File: src/rtl/fp_divider_param_if.sv
// Strobe-handshake bundle for the parametrised FP divider.
//   a_value_i/b_value_i : dividend/divisor {sign, exp, frac}
//   rm_i                : rounding mode (RNE/RTZ/RDN/RUP/RMM)
//   exec_strobe_i       : start request, honoured while busy_o is low
//   busy_o              : operation in flight
//   z_value_o/flags_o   : result and {NV, DZ, OF, UF, NX}
//   done_strobe_o       : one-cycle completion pulse
interface fp_divider_param_if #(
   parameter int unsigned EXP_W = 8,
   parameter int unsigned MAN_W = 23
);
   localparam int unsigned FW = 1 + EXP_W + MAN_W;

   logic [FW-1:0] a_value_i;
   logic [FW-1:0] b_value_i;
   logic [2:0]    rm_i;
   logic          exec_strobe_i;
   logic          busy_o;
   logic [FW-1:0] z_value_o;
   logic [4:0]    flags_o;
   logic          done_strobe_o;

   modport master (
      output a_value_i, b_value_i, rm_i, exec_strobe_i,
      input  busy_o, z_value_o, flags_o, done_strobe_o
   );

   modport slave (
      input  a_value_i, b_value_i, rm_i, exec_strobe_i,
      output busy_o, z_value_o, flags_o, done_strobe_o
   );
endinterface

File: src/rtl/fp_divider_param.sv
// Iterative IEEE-754 divider, any exponent/fraction width, one quotient bit
// per cycle (restoring), with dynamic rounding, exception flags and
// canonical qNaN.
//   clk      : clock
//   reset_ni : asynchronous active-low reset
//   io       : slave side of fp_divider_param_if (operands, rm, strobes, result)
module fp_divider_param #(
   parameter int unsigned EXP_W = 8,
   parameter int unsigned MAN_W = 23
) (
   input logic              clk,
   input logic              reset_ni,
   fp_divider_param_if.slave io
);
   localparam int unsigned FW = 1 + EXP_W + MAN_W;
   localparam int unsigned M  = MAN_W + 1;
   localparam int unsigned NQ = MAN_W + 4;
   localparam int unsigned EW = EXP_W + 2;
   localparam int unsigned CW = $clog2(NQ + 1);
   localparam logic signed [EW-1:0] ONE  = EW'(1);
   localparam logic signed [EW-1:0] BIAS = EW'((1 << (EXP_W - 1)) - 1);
   localparam logic signed [EW-1:0] EMIN = ONE - BIAS;
   localparam logic [FW-1:0] QNAN = {1'b0, {EXP_W{1'b1}}, 1'b1, {(MAN_W-1){1'b0}}};

   typedef enum logic [3:0] {
      S_IDLE, S_SPECIAL, S_NORM_A, S_NORM_B, S_DIVIDE,
      S_NORM_Z, S_ROUND, S_PACK, S_DONE
   } state_e;

   state_e                 state_q, state_d;
   logic [FW-1:0]          a_raw_q, a_raw_d, b_raw_q, b_raw_d, z_q, z_d;
   logic [2:0]             rm_q, rm_d;
   logic                   sign_q, sign_d;
   logic signed [EW-1:0]   a_e_q, a_e_d, b_e_q, b_e_d, z_e_q, z_e_d;
   logic [M-1:0]           a_m_q, a_m_d, b_m_q, b_m_d;
   logic [NQ-1:0]          z_m_q, z_m_d;
   logic [M:0]             rem_q, rem_d;
   logic [CW-1:0]          cnt_q, cnt_d;
   logic                   sticky_q, sticky_d, tiny_q, tiny_d, nx_q, nx_d;
   logic                   nz_shift_q, nz_shift_d, busy_q, busy_d, done_q, done_d;
   logic [4:0]             flags_q, flags_d;

   // Operand classification, valid in SPECIAL from the captured raw words
   logic [EXP_W-1:0] a_ef, b_ef;
   logic             a_ez, b_ez, a_nan, b_nan, a_inf, b_inf, a_zero, b_zero;
   logic             a_snan, b_snan;
   assign a_ef   = a_raw_q[FW-2 -: EXP_W];
   assign b_ef   = b_raw_q[FW-2 -: EXP_W];
   assign a_ez   = ~|a_ef;
   assign b_ez   = ~|b_ef;
   assign a_nan  = (&a_ef) & (|a_raw_q[MAN_W-1:0]);
   assign b_nan  = (&b_ef) & (|b_raw_q[MAN_W-1:0]);
   assign a_inf  = (&a_ef) & ~(|a_raw_q[MAN_W-1:0]);
   assign b_inf  = (&b_ef) & ~(|b_raw_q[MAN_W-1:0]);
   assign a_zero = a_ez & ~(|a_raw_q[MAN_W-1:0]);
   assign b_zero = b_ez & ~(|b_raw_q[MAN_W-1:0]);
   assign a_snan = a_nan & ~a_raw_q[MAN_W-1];
   assign b_snan = b_nan & ~b_raw_q[MAN_W-1];

   // Restoring division step
   logic       qbit;
   logic [M:0] rem_nxt;
   assign qbit    = (rem_q >= {1'b0, b_m_q});
   assign rem_nxt = qbit ? (rem_q - {1'b0, b_m_q}) : rem_q;

   // Quotient normalisation helpers
   logic signed [EW-1:0] nz_e, z_e_inc;
   logic [NQ-1:0]        nz_m;
   assign nz_e    = z_m_q[NQ-1] ? z_e_q : (z_e_q - ONE);
   assign nz_m    = z_m_q[NQ-1] ? z_m_q : (z_m_q << 1);
   assign z_e_inc = z_e_q + ONE;

   // Rounding: z_m holds {hidden, fraction, guard, round, sticky-bit}
   logic [M-1:0] kept;
   logic [M:0]   sum;
   logic         grd, rnd, stk, inexact, rnd_up, to_max;
   assign kept    = z_m_q[NQ-1:3];
   assign grd     = z_m_q[2];
   assign rnd     = z_m_q[1];
   assign stk     = z_m_q[0] | sticky_q;
   assign inexact = grd | rnd | stk;
   assign sum     = {1'b0, kept} + (M+1)'(rnd_up);
   assign to_max  = (rm_q == 3'd1) | ((rm_q == 3'd2) & ~sign_q) | ((rm_q == 3'd3) & sign_q);

   always_comb begin
      rnd_up = 1'b0;
      case (rm_q)
         3'd1:    rnd_up = 1'b0;
         3'd2:    rnd_up = sign_q & inexact;
         3'd3:    rnd_up = ~sign_q & inexact;
         3'd4:    rnd_up = grd;
         default: rnd_up = grd & (rnd | stk | kept[0]);
      endcase
   end

   // Next-state and datapath
   always_comb begin
      state_d    = state_q;
      a_raw_d    = a_raw_q;
      b_raw_d    = b_raw_q;
      rm_d       = rm_q;
      sign_d     = sign_q;
      a_e_d      = a_e_q;
      b_e_d      = b_e_q;
      a_m_d      = a_m_q;
      b_m_d      = b_m_q;
      z_e_d      = z_e_q;
      z_m_d      = z_m_q;
      rem_d      = rem_q;
      cnt_d      = cnt_q;
      sticky_d   = sticky_q;
      tiny_d     = tiny_q;
      nx_d       = nx_q;
      nz_shift_d = nz_shift_q;
      z_d        = z_q;
      flags_d    = flags_q;
      unique case (state_q)
         S_IDLE: if (io.exec_strobe_i) begin
            a_raw_d = io.a_value_i;
            b_raw_d = io.b_value_i;
            rm_d    = (io.rm_i > 3'd4) ? 3'd0 : io.rm_i;
            state_d = S_SPECIAL;
         end
         S_SPECIAL: begin
            sign_d  = a_raw_q[FW-1] ^ b_raw_q[FW-1];
            state_d = S_DONE;
            if (a_nan | b_nan) begin
               z_d = QNAN;  flags_d = {a_snan | b_snan, 4'b0000};
            end else if ((a_inf & b_inf) | (a_zero & b_zero)) begin
               z_d = QNAN;  flags_d = 5'b10000;
            end else if (a_inf) begin
               z_d = {sign_d, {EXP_W{1'b1}}, MAN_W'(0)};  flags_d = 5'b00000;
            end else if (b_inf | a_zero) begin
               z_d = {sign_d, EXP_W'(0), MAN_W'(0)};      flags_d = 5'b00000;
            end else if (b_zero) begin
               z_d = {sign_d, {EXP_W{1'b1}}, MAN_W'(0)};  flags_d = 5'b01000;
            end else begin
               a_e_d   = a_ez ? EMIN : (EW'(a_ef) - BIAS);
               b_e_d   = b_ez ? EMIN : (EW'(b_ef) - BIAS);
               a_m_d   = {~a_ez, a_raw_q[MAN_W-1:0]};
               b_m_d   = {~b_ez, b_raw_q[MAN_W-1:0]};
               state_d = S_NORM_A;
            end
         end
         S_NORM_A: if (a_m_q[M-1]) state_d = S_NORM_B;
                   else begin a_m_d = a_m_q << 1; a_e_d = a_e_q - ONE; end
         S_NORM_B: if (b_m_q[M-1]) begin
                      rem_d      = {1'b0, a_m_q};
                      z_e_d      = a_e_q - b_e_q;
                      z_m_d      = '0;
                      cnt_d      = '0;
                      nz_shift_d = 1'b0;
                      state_d    = S_DIVIDE;
                   end else begin b_m_d = b_m_q << 1; b_e_d = b_e_q - ONE; end
         S_DIVIDE: begin
            z_m_d = {z_m_q[NQ-2:0], qbit};
            rem_d = {rem_nxt[M-1:0], 1'b0};
            cnt_d = cnt_q + CW'(1);
            if (cnt_q == CW'(NQ - 1)) begin
               sticky_d = |rem_nxt;
               state_d  = S_NORM_Z;
            end
         end
         S_NORM_Z: if (!nz_shift_q) begin
            // First visit: fix a quotient below 1.0, then decide on denormalising
            z_m_d      = nz_m;
            z_e_d      = nz_e;
            tiny_d     = (nz_e < EMIN);
            nz_shift_d = 1'b1;
            state_d    = (nz_e < EMIN) ? S_NORM_Z : S_ROUND;
         end else begin
            z_m_d    = z_m_q >> 1;
            sticky_d = sticky_q | z_m_q[0];
            z_e_d    = z_e_inc;
            if (z_e_inc >= EMIN) state_d = S_ROUND;
         end
         S_ROUND: begin
            nx_d = inexact;
            if (sum[M]) begin
               z_m_d = {sum[M:1], 3'b000};
               z_e_d = z_e_inc;
            end else begin
               z_m_d = {sum[M-1:0], 3'b000};
            end
            state_d = S_PACK;
         end
         S_PACK: begin
            if (z_e_q > BIAS) begin
               z_d = to_max ? {sign_q, {(EXP_W-1){1'b1}}, 1'b0, {MAN_W{1'b1}}}
                            : {sign_q, {EXP_W{1'b1}}, MAN_W'(0)};
               flags_d = 5'b00101;
            end else begin
               // Hidden bit clear means subnormal (or zero): exponent field 0
               z_d = {sign_q, z_m_q[NQ-1] ? EXP_W'(z_e_q + BIAS) : EXP_W'(0), z_m_q[NQ-2:3]};
               flags_d = {3'b000, tiny_q & nx_q, nx_q};
            end
            state_d = S_DONE;
         end
         S_DONE:  state_d = S_IDLE;
         default: state_d = S_IDLE;
      endcase
      busy_d = (state_d != S_IDLE);
      done_d = (state_q == S_DONE);
   end

   // State and datapath registers
   always_ff @(posedge clk or negedge reset_ni) begin
      if (!reset_ni) begin
         state_q    <= S_IDLE;
         a_raw_q    <= '0;
         b_raw_q    <= '0;
         rm_q       <= '0;
         sign_q     <= 1'b0;
         a_e_q      <= '0;
         b_e_q      <= '0;
         a_m_q      <= '0;
         b_m_q      <= '0;
         z_e_q      <= '0;
         z_m_q      <= '0;
         rem_q      <= '0;
         cnt_q      <= '0;
         sticky_q   <= 1'b0;
         tiny_q     <= 1'b0;
         nx_q       <= 1'b0;
         nz_shift_q <= 1'b0;
         z_q        <= '0;
         flags_q    <= '0;
         busy_q     <= 1'b0;
         done_q     <= 1'b0;
      end else begin
         state_q    <= state_d;
         a_raw_q    <= a_raw_d;
         b_raw_q    <= b_raw_d;
         rm_q       <= rm_d;
         sign_q     <= sign_d;
         a_e_q      <= a_e_d;
         b_e_q      <= b_e_d;
         a_m_q      <= a_m_d;
         b_m_q      <= b_m_d;
         z_e_q      <= z_e_d;
         z_m_q      <= z_m_d;
         rem_q      <= rem_d;
         cnt_q      <= cnt_d;
         sticky_q   <= sticky_d;
         tiny_q     <= tiny_d;
         nx_q       <= nx_d;
         nz_shift_q <= nz_shift_d;
         z_q        <= z_d;
         flags_q    <= flags_d;
         busy_q     <= busy_d;
         done_q     <= done_d;
      end
   end

   assign io.busy_o        = busy_q;
   assign io.done_strobe_o = done_q;
   assign io.z_value_o     = z_q;
   assign io.flags_o       = flags_q;
endmodule

File: src/flat_wrapper.sv
// flat-port wrapper written by rule: the top's interface ports become plain ports
module fp_divider_param_flat 
#(
   parameter int unsigned EXP_W = 8,
   parameter int unsigned MAN_W = 23
)
  (clk, reset_ni, io_a_value_i, io_b_value_i, io_rm_i, io_exec_strobe_i, io_busy_o, io_z_value_o, io_flags_o, io_done_strobe_o);
  fp_divider_param_if #(.EXP_W(EXP_W), .MAN_W(MAN_W)) io_i ();
  input logic clk;
  input logic reset_ni;
  input wire logic [$bits(io_i.a_value_i)-1:0] io_a_value_i;
  input wire logic [$bits(io_i.b_value_i)-1:0] io_b_value_i;
  input wire logic [$bits(io_i.rm_i)-1:0] io_rm_i;
  input wire logic [$bits(io_i.exec_strobe_i)-1:0] io_exec_strobe_i;
  output wire logic [$bits(io_i.busy_o)-1:0] io_busy_o;
  output wire logic [$bits(io_i.z_value_o)-1:0] io_z_value_o;
  output wire logic [$bits(io_i.flags_o)-1:0] io_flags_o;
  output wire logic [$bits(io_i.done_strobe_o)-1:0] io_done_strobe_o;
  assign io_i.a_value_i = io_a_value_i;
  assign io_i.b_value_i = io_b_value_i;
  assign io_i.rm_i = io_rm_i;
  assign io_i.exec_strobe_i = io_exec_strobe_i;
  assign io_busy_o = io_i.busy_o;
  assign io_z_value_o = io_i.z_value_o;
  assign io_flags_o = io_i.flags_o;
  assign io_done_strobe_o = io_i.done_strobe_o;
  fp_divider_param #(.EXP_W(EXP_W), .MAN_W(MAN_W)) u_core (.clk(clk), .reset_ni(reset_ni), .io(io_i));
endmodule
File: config.mk
export PLATFORM = sky130hd
export DESIGN_NAME = fp_divider_param_flat
export DESIGN_NICKNAME = d
export VERILOG_FILES = /design/src/rtl/fp_divider_param_if.sv /design/src/rtl/fp_divider_param.sv /design/src/flat_wrapper.sv
export SDC_FILE = /design/constraint.sdc
export NUM_CORES = 1
export LEC_CHECK = 0
export CAP_MARGIN = 10
export CORE_MARGIN = 2
export CORE_UTILIZATION = 60
export DETAILED_ROUTE_END_ITERATION = 8
export GPL_ROUTABILITY_DRIVEN = 0
export GPL_TIMING_DRIVEN = 1
export PLACE_DENSITY = 0.81
export SYNTH_ARGS = -nofsm -noshare
export SYNTH_HDL_FRONTEND = slang
export SYNTH_SLANG_ARGS = --single-unit
File: constraint.sdc
create_clock -name clk -period 4.14 [get_ports clk]
set_clock_uncertainty 0.2 [all_clocks]
set_input_delay 1.242 -clock clk [delete_from_list [all_inputs] [get_ports clk]]
set_output_delay 1.242 -clock clk [all_outputs]
set_load 0.005 [all_outputs]
Word level (Yosys, flattened, before mapping)
Cells that the tools add are included.
{ "totals": {"input_bits": 70, "regBits": 250, "out_inout_bits": 39, "word_cells": 213} }
{ "op_classes": {"order_cmp": 5, "n_addsub": 11, "n_eq_ne": 26, "reduce_logical": 32, "n_bitwise": 34, "n_mux": 81} }
{ "op_table": {"columns": ["cell", "count"], "rows": [
  ["$mux 24", 13],
  ["$mux 10", 18],
  ["$mux 32", 5],
  ["$mux 27", 4],
  ["$pmux 27 s4", 1],
  ["$pmux 24 s2", 2],
  ["$pmux 32 s2", 1],
  ["$mux 25", 2],
  ["$pmux 25 s2", 1],
  ["$reduce_or 23->1", 2],
  ["$mux 4", 11],
  ["$pmux 10 s2", 2],
  ["$pmux 4 s8", 1],
  ["$mux 31", 1],
  ["$mux 5", 6],
  ["$pmux 10 s3", 1],
  ["$sub 10x2->10 const B", 3],
  ["$add 24x1->25", 1],
  ["$ge 25x24->1", 1],
  ["$reduce_or 25->1", 1],
  ["$sub 25x24->25", 1],
  ["$pmux 5 s2", 2],
  ["$sub 8x7->9 const B", 2],
  ["$and 1x1->1", 16],
  ["40 further kinds", 91]
]} }

Longest topological paths before layout
{ "depth": {"depth_word": 10, "mapped_depth": 17, "depth_no_buf": 15} }

Worst setup path after synthesis
OpenSTA, ideal clock, no wires.
{ "synth_path": {"kind": "register to register", "from": "register u_core.rm_q[0]", "to": "register u_core.z_e_q[3]", "arrival_time_ns": 2.994, "path_stages_with_launch": 15, "slack_ns": 0.810, "path_cell_list": "dfrtp_1 > nor2_1 > a2111o_1 > o221ai_1 > a21oi_1 > ha_1 > ha_1 > and3_1 > and4_1 > and3_1 > clkbuf_1 > nand2b_1 > o211ai_1 > clkbuf_1 > o21ai_0"} }
{ "synth_between": {"elab_chain_cells": 5, "elab_cells_between_ends": 8} }
{ "synth_lines": {"columns": ["item", "line_no", "rtl"], "rows": [
  ["start: declaration", "fp_divider_param.sv:32", "logic [2:0] rm_q, rm_d;"],
  ["start signal: assignment", "fp_divider_param.sv:234", "rm_q <= rm_d;"],
  ["$eq 3x3->1, or another cell as far along", "fp_divider_param.sv:87", "case (rm_q)"],
  ["$pmux 1 s4 *", "fp_divider_param.sv:87", null],
  ["$add 24x1->25 *", "fp_divider_param.sv:82", "assign sum = {1'b0, kept} + (M+1)'(rnd_up);"],
  ["$ne 2x1->1 (no source line) *", null, null],
  ["$reduce_and 3->1 (no source line) *", null, null],
  ["end signal: assignment", "fp_divider_param.sv:240", "z_e_q <= z_e_d;"],
  ["end: declaration", "fp_divider_param.sv:34", "logic signed [EW-1:0] a_e_q, a_e_d, b_e_q, b_e_d, z_e_q, z_e_d;"]
]} }
Every way passes the cells marked *; elsewhere a longest branch is shown, timed or not.
A chain may end at the register's enable or synchronous reset.

Final worst setup path
{ "layout_path": {"from": "register u_core.rem_q[11]", "to": "register u_core.sticky_q"} }
{ "layout_between": {"elab_chain_cells": 5, "elab_cells_between_ends": 6} }
{ "layout_lines": {"columns": ["item", "line_no", "rtl"], "rows": [
  ["start: declaration", "fp_divider_param.sv:37", "logic [M:0] rem_q, rem_d;"],
  ["start signal: assignment", "fp_divider_param.sv:242", "rem_q <= rem_d;"],
  ["$sub 25x24->25 or $ge 25x24->1 (tied branches)", "fp_divider_param.sv:64, fp_divider_param.sv:63", null],
  ["$mux 25 *", "fp_divider_param.sv:64", "assign rem_nxt = qbit ? (rem_q - {1'b0, b_m_q}) : rem_q;"],
  ["$reduce_or 25->1 *", "fp_divider_param.sv:160", "sticky_d = |rem_nxt;"],
  ["$mux 1 *", "fp_divider_param.sv:159", "if (cnt_q == CW'(NQ - 1)) begin"],
  ["$pmux 1 s2 *", "fp_divider_param.sv:117", "unique case (state_q)"],
  ["end signal: assignment", "fp_divider_param.sv:244", "sticky_q <= sticky_d;"],
  ["end: declaration", "fp_divider_param.sv:39", "logic sticky_q, sticky_d, tiny_q, tiny_d, nx_q, nx_d;"]
]} }
Every way passes the cells marked *; elsewhere a longest branch is shown, timed or not. The select of a mux whose other input is x is not followed.

==> results_dict.tcl <==
set metrics [dict create \
    grtUsageTotal_pct 31.78 \
    worstPathArrival_ns 4.03 \
    clockBufferDepth 3 \
    powerDensity_nw_per_um2 883.3 \
    wl_per_cell_um 19.84 \
    place_area_um2 16150 \
    die-width_um 161.0 \
    cp.required_ns 4.35 \
    path_delay_family "simple AND/OR/NAND/NOR gates" \
    period_needed_ns 3.823 \
    dp_hpwl_mm 29.33 \
    finalHoldViolCount 0 \
    ys_async_sr_fraction_pct 100.0 \
    clock_latency_ns 0.56 \
    grt_setup_unrepaired "no" \
    portBuffers 108 \
    min_from "u_core.io.flags_o[2]" \
    slowest_delay_ns 0.56 \
    path_cells "ha_1, nand4_1, nor4_1, a31oi_1, o21ai_1, nor2_2, buf_12, or4_1, a221oi_1, a31oi_1" \
    place_ws_ns 0.4041 \
    top_layer "met4" \
    status "completed" \
    yosysWarnings 0 \
    yosysUniqueCellTypes 78 \
    syn_inst 1674 \
    slew_headroom_pct 38.40 \
    met2WireLength_mm 19.84 \
    worst_slack_ns 0.3166 \
    routed_via_density 6.547 \
    setup_viol 0 \
    grt.overflow.total 0 \
    nets 1854 \
    cts_root_buf "clkbuf_16" \
    drive_above_1_share_pct 8.837 \
    drv_slew 0 \
    fin_crit_sh_pct 92.35 \
    totalWireLength_mm 41.23 \
    drc 0 \
    met3RoutedLength_mm 3.106 \
    synthAdderAreaFrac_pct 4.250 \
    hold_class "register to register" \
    synth.area.mux_share_pct 5.350 \
    path_max_fanout 22 \
    die_area_um2 25900 \
    cts_buffers 26 \
    tightest_slew_ns 0.9240 \
    synth_seq_cells 250 \
    die_h_um 161.0 \
    grt_pass1_vias 13150 \
    row_count 57 \
    cp-start-kind "register" \
    cts_tree "yes" \
    postRouteAntennaNets 0 \
    r2r_start "u_core.rem_q[11]" \
    path_clk_slew_ns 0.07 \
    synth_edf_count 0 \
    drt_iter0_drc 1371 \
    crit_buf_inv 1 \
    cpMaxStageDelayCell "or4_1" \
    holdBufCountCts 0 \
    grt_max_degree 85 \
    endpoint_kind "register" \
    rrSetupSlack_ns 0.32 \
    synth_compound_area_share_pct 21.30 \
    antenna_found_initial 0 \
    utilization_pct 70.14 \
    syn_to_final_growth_pct 15.08 \
    ctsResizeCount 0 \
    initial_core_util_pct 60.95 \
    fill_cells 1883 \
    syn_area_per_cell_um2 8.829 \
    whs_ns 0.2742 \
    setup_tns_ns 0 \
    syn_nets 1793 \
    p_leak_uw 0.007291 \
    h-tree-depth 1 \
    fin_area_um2 17010 \
    synth.cell_area_um2 14780 \
    antenna_cells 0 \
    max_cap_viol_count 0 \
    synth_top_flop_cell "dfrtp_1" \
    yosysSeqAreaShare_pct 42.33 \
    cp_common_cell "a31oi_1" \
    fmax_mhz 261.5 \
    ios 109 \
    vias 13600 \
    post_cts_buffers 0 \
    synth_top_family_by_area "compound AO/OA/AOI/OAI gates" \
    vdd_ir_drop_max_v 0.0004933 \
    drt-met1-wl_mm 16.31 \
    synth_simple_gate_area_share_pct 18.85 \
    synth_xor_area_share_pct 3.378 \
    first_pass_iters 5 \
    clock-sinks 250 \
    startpoint "u_core.rem_q[11]" \
    core_um2 24250 \
    grt_pass1_wl_mm 67.37 \
    critical_path_class "register to register" \
]
final timing paths:
path                                      endpoint  cells past startpoint
max in group asynchronous       u_core.b_raw_q[18]                      2
min in group asynchronous  u_core.io.z_value_o[12]                      1
setup reg to reg                   u_core.sticky_q                     10
hold / removal                u_core.io.flags_o[2]                      2
hold reg to reg               u_core.io.flags_o[2]                      2
setup / recovery                   u_core.sticky_q                     10
metal layers:
metal | track usage [%] | vias up
met5 | 0 | -
met4 | 14.73 | 0
met3 | 4.520 | 135
met2 | 53.00 | 670
met1 | 41.29 | 6560
li1 | - | 6239
flip-flops by register name, indices dropped and copies added, names as in the netlist, 3 cells and up:
name and flops:
u_core.a_e_q 10, u_core.a_m_q 24, u_core.a_raw_q 32, u_core.b_e_q 10
u_core.b_m_q 24, u_core.b_raw_q 32, u_core.cnt_q 5, u_core.io.flags_o 5
u_core.io.z_value_o 32, u_core.rem_q 25, u_core.rm_q 3, u_core.state_q 4
u_core.z_e_q 10, u_core.z_m_q 27
per-stage QoR:
step	instances	power, uW
3_5_place_dp	2031	12400
2_1_floorplan	1674	10050
4_1_cts	2078	14860
5_1_grt	2078	16060
3_3_place_gp	2031	12130
6_report	2078	15020
layout by cell type (no fill, tap or decap), types with 8 or more instances in the layout:
master | Yosys | routed
inv_1 | 68 | 68
buf_4 | 0 | 27
and2_1 | 12 | 12
o211ai_1 | 10 | 10
clkbuf_16 | 0 | 26
o21ai_0 | 127 | 127
nand3_1 | 55 | 54
nand4_1 | 17 | 17
or3_1 | 9 | 9
a222oi_1 | 10 | 10
a211oi_1 | 19 | 19
a22oi_1 | 36 | 36
a21o_1 | 16 | 16
nor4_1 | 20 | 20
nor3_1 | 36 | 34
mux2_2 | 64 | 64
o22ai_1 | 55 | 55
nand2_1 | 185 | 185
a221oi_1 | 14 | 14
nor2b_1 | 9 | 9
a21oi_1 | 68 | 68
ha_1 | 47 | 47
clkdlybuf4s50_1 | 0 | 107
or4_1 | 9 | 9
o21ai_1 | 11 | 11
xor2_1 | 24 | 24
dfrtp_1 | 250 | 250
a22o_1 | 8 | 8
nor2_1 | 171 | 171
nand2b_1 | 16 | 16
and3_1 | 24 | 24
a31oi_1 | 27 | 27
xnor2_1 | 33 | 33
a221o_1 | 8 | 8
kinds of logic after synthesis:
family / after synthesis
compound gates: 479
xor+xnor: 57
fa+ha+maj: 49
buf+inv: 173
flops: 250
mux: 71
simple gates: 595
area by class of cell:
type	instances	area, um2	share of cell area, %
multi-input cells	1251	7883	46.34
flip-flops and latches	250	6256	36.78
repair buffers	138	1349	7.930
clock buffers	34	720.7	4.237
well taps	324	405.4	2.383
inverters	68	255.2	1.501
clock inverters	13	140.1	0.8239
worst register-to-register path, cell delays in order (launching register included):
cell,delay (ns)
dfrtp_1,0.43
ha_1,0.48
nand4_1,0.22
nor4_1,0.36
a31oi_1,0.22
o21ai_1,0.29
nor2_2,0.26
buf_12,0.23
or4_1,0.57
a221oi_1,0.32
a31oi_1,0.12
where the power goes:
| group | leakage [uW] | switching [uW] | total, uW | internal [uW] |
|---|---|---|---|---|
| registers | 0.00303 | 1200 | 4720 | 3520 |
| clock network | 0.000425 | 1020 | 2370 | 1360 |
| logic | 0.00383 | 4590 | 7930 | 3340 |
| total | 0.00729 | 6800 | 15000 | 8220 |
synthesized netlist by cell type, types with 5 or more instances:
library cell,n,area [um2]
inv_1,68,255.2
nor4_1,20,125.1
o21ai_0,127,635.6
clkbuf_1,88,330.3
dfrtp_1,250,6256
or4_1,9,67.56
nand2_1,185,694.4
nand4_1,17,106.4
o21ai_1,11,55.05
nand2b_1,16,100.1
a222oi_1,10,100.1
buf_2,12,60.06
mux2_2,64,720.7
a22o_1,8,70.07
xor2_1,24,210.2
o32ai_1,5,43.79
a221o_1,8,80.08
nand3_1,55,275.3
nor3b_1,5,37.54
o211a_1,5,50.05
a31oi_1,27,168.9
and3_1,24,150.1
nor2_1,171,641.9
o211ai_1,10,75.07
o21a_1,6,45.04
a22oi_1,36,270.3
a21o_1,16,120.1
a21oi_1,68,340.3
o22ai_1,55,344.1
xnor2_1,33,289.0
o21bai_1,7,52.55
or2_2,6,37.54
nor2b_1,9,56.30
nand3b_1,5,37.54
or3_1,9,56.30
a221oi_1,14,122.6
ha_1,47,588.1
a211oi_1,19,142.6
nor3_1,36,180.2
and2_1,12,75.07
mux2i_1,7,70.07
No activity file was read; power rests on OpenSTA's default activity.
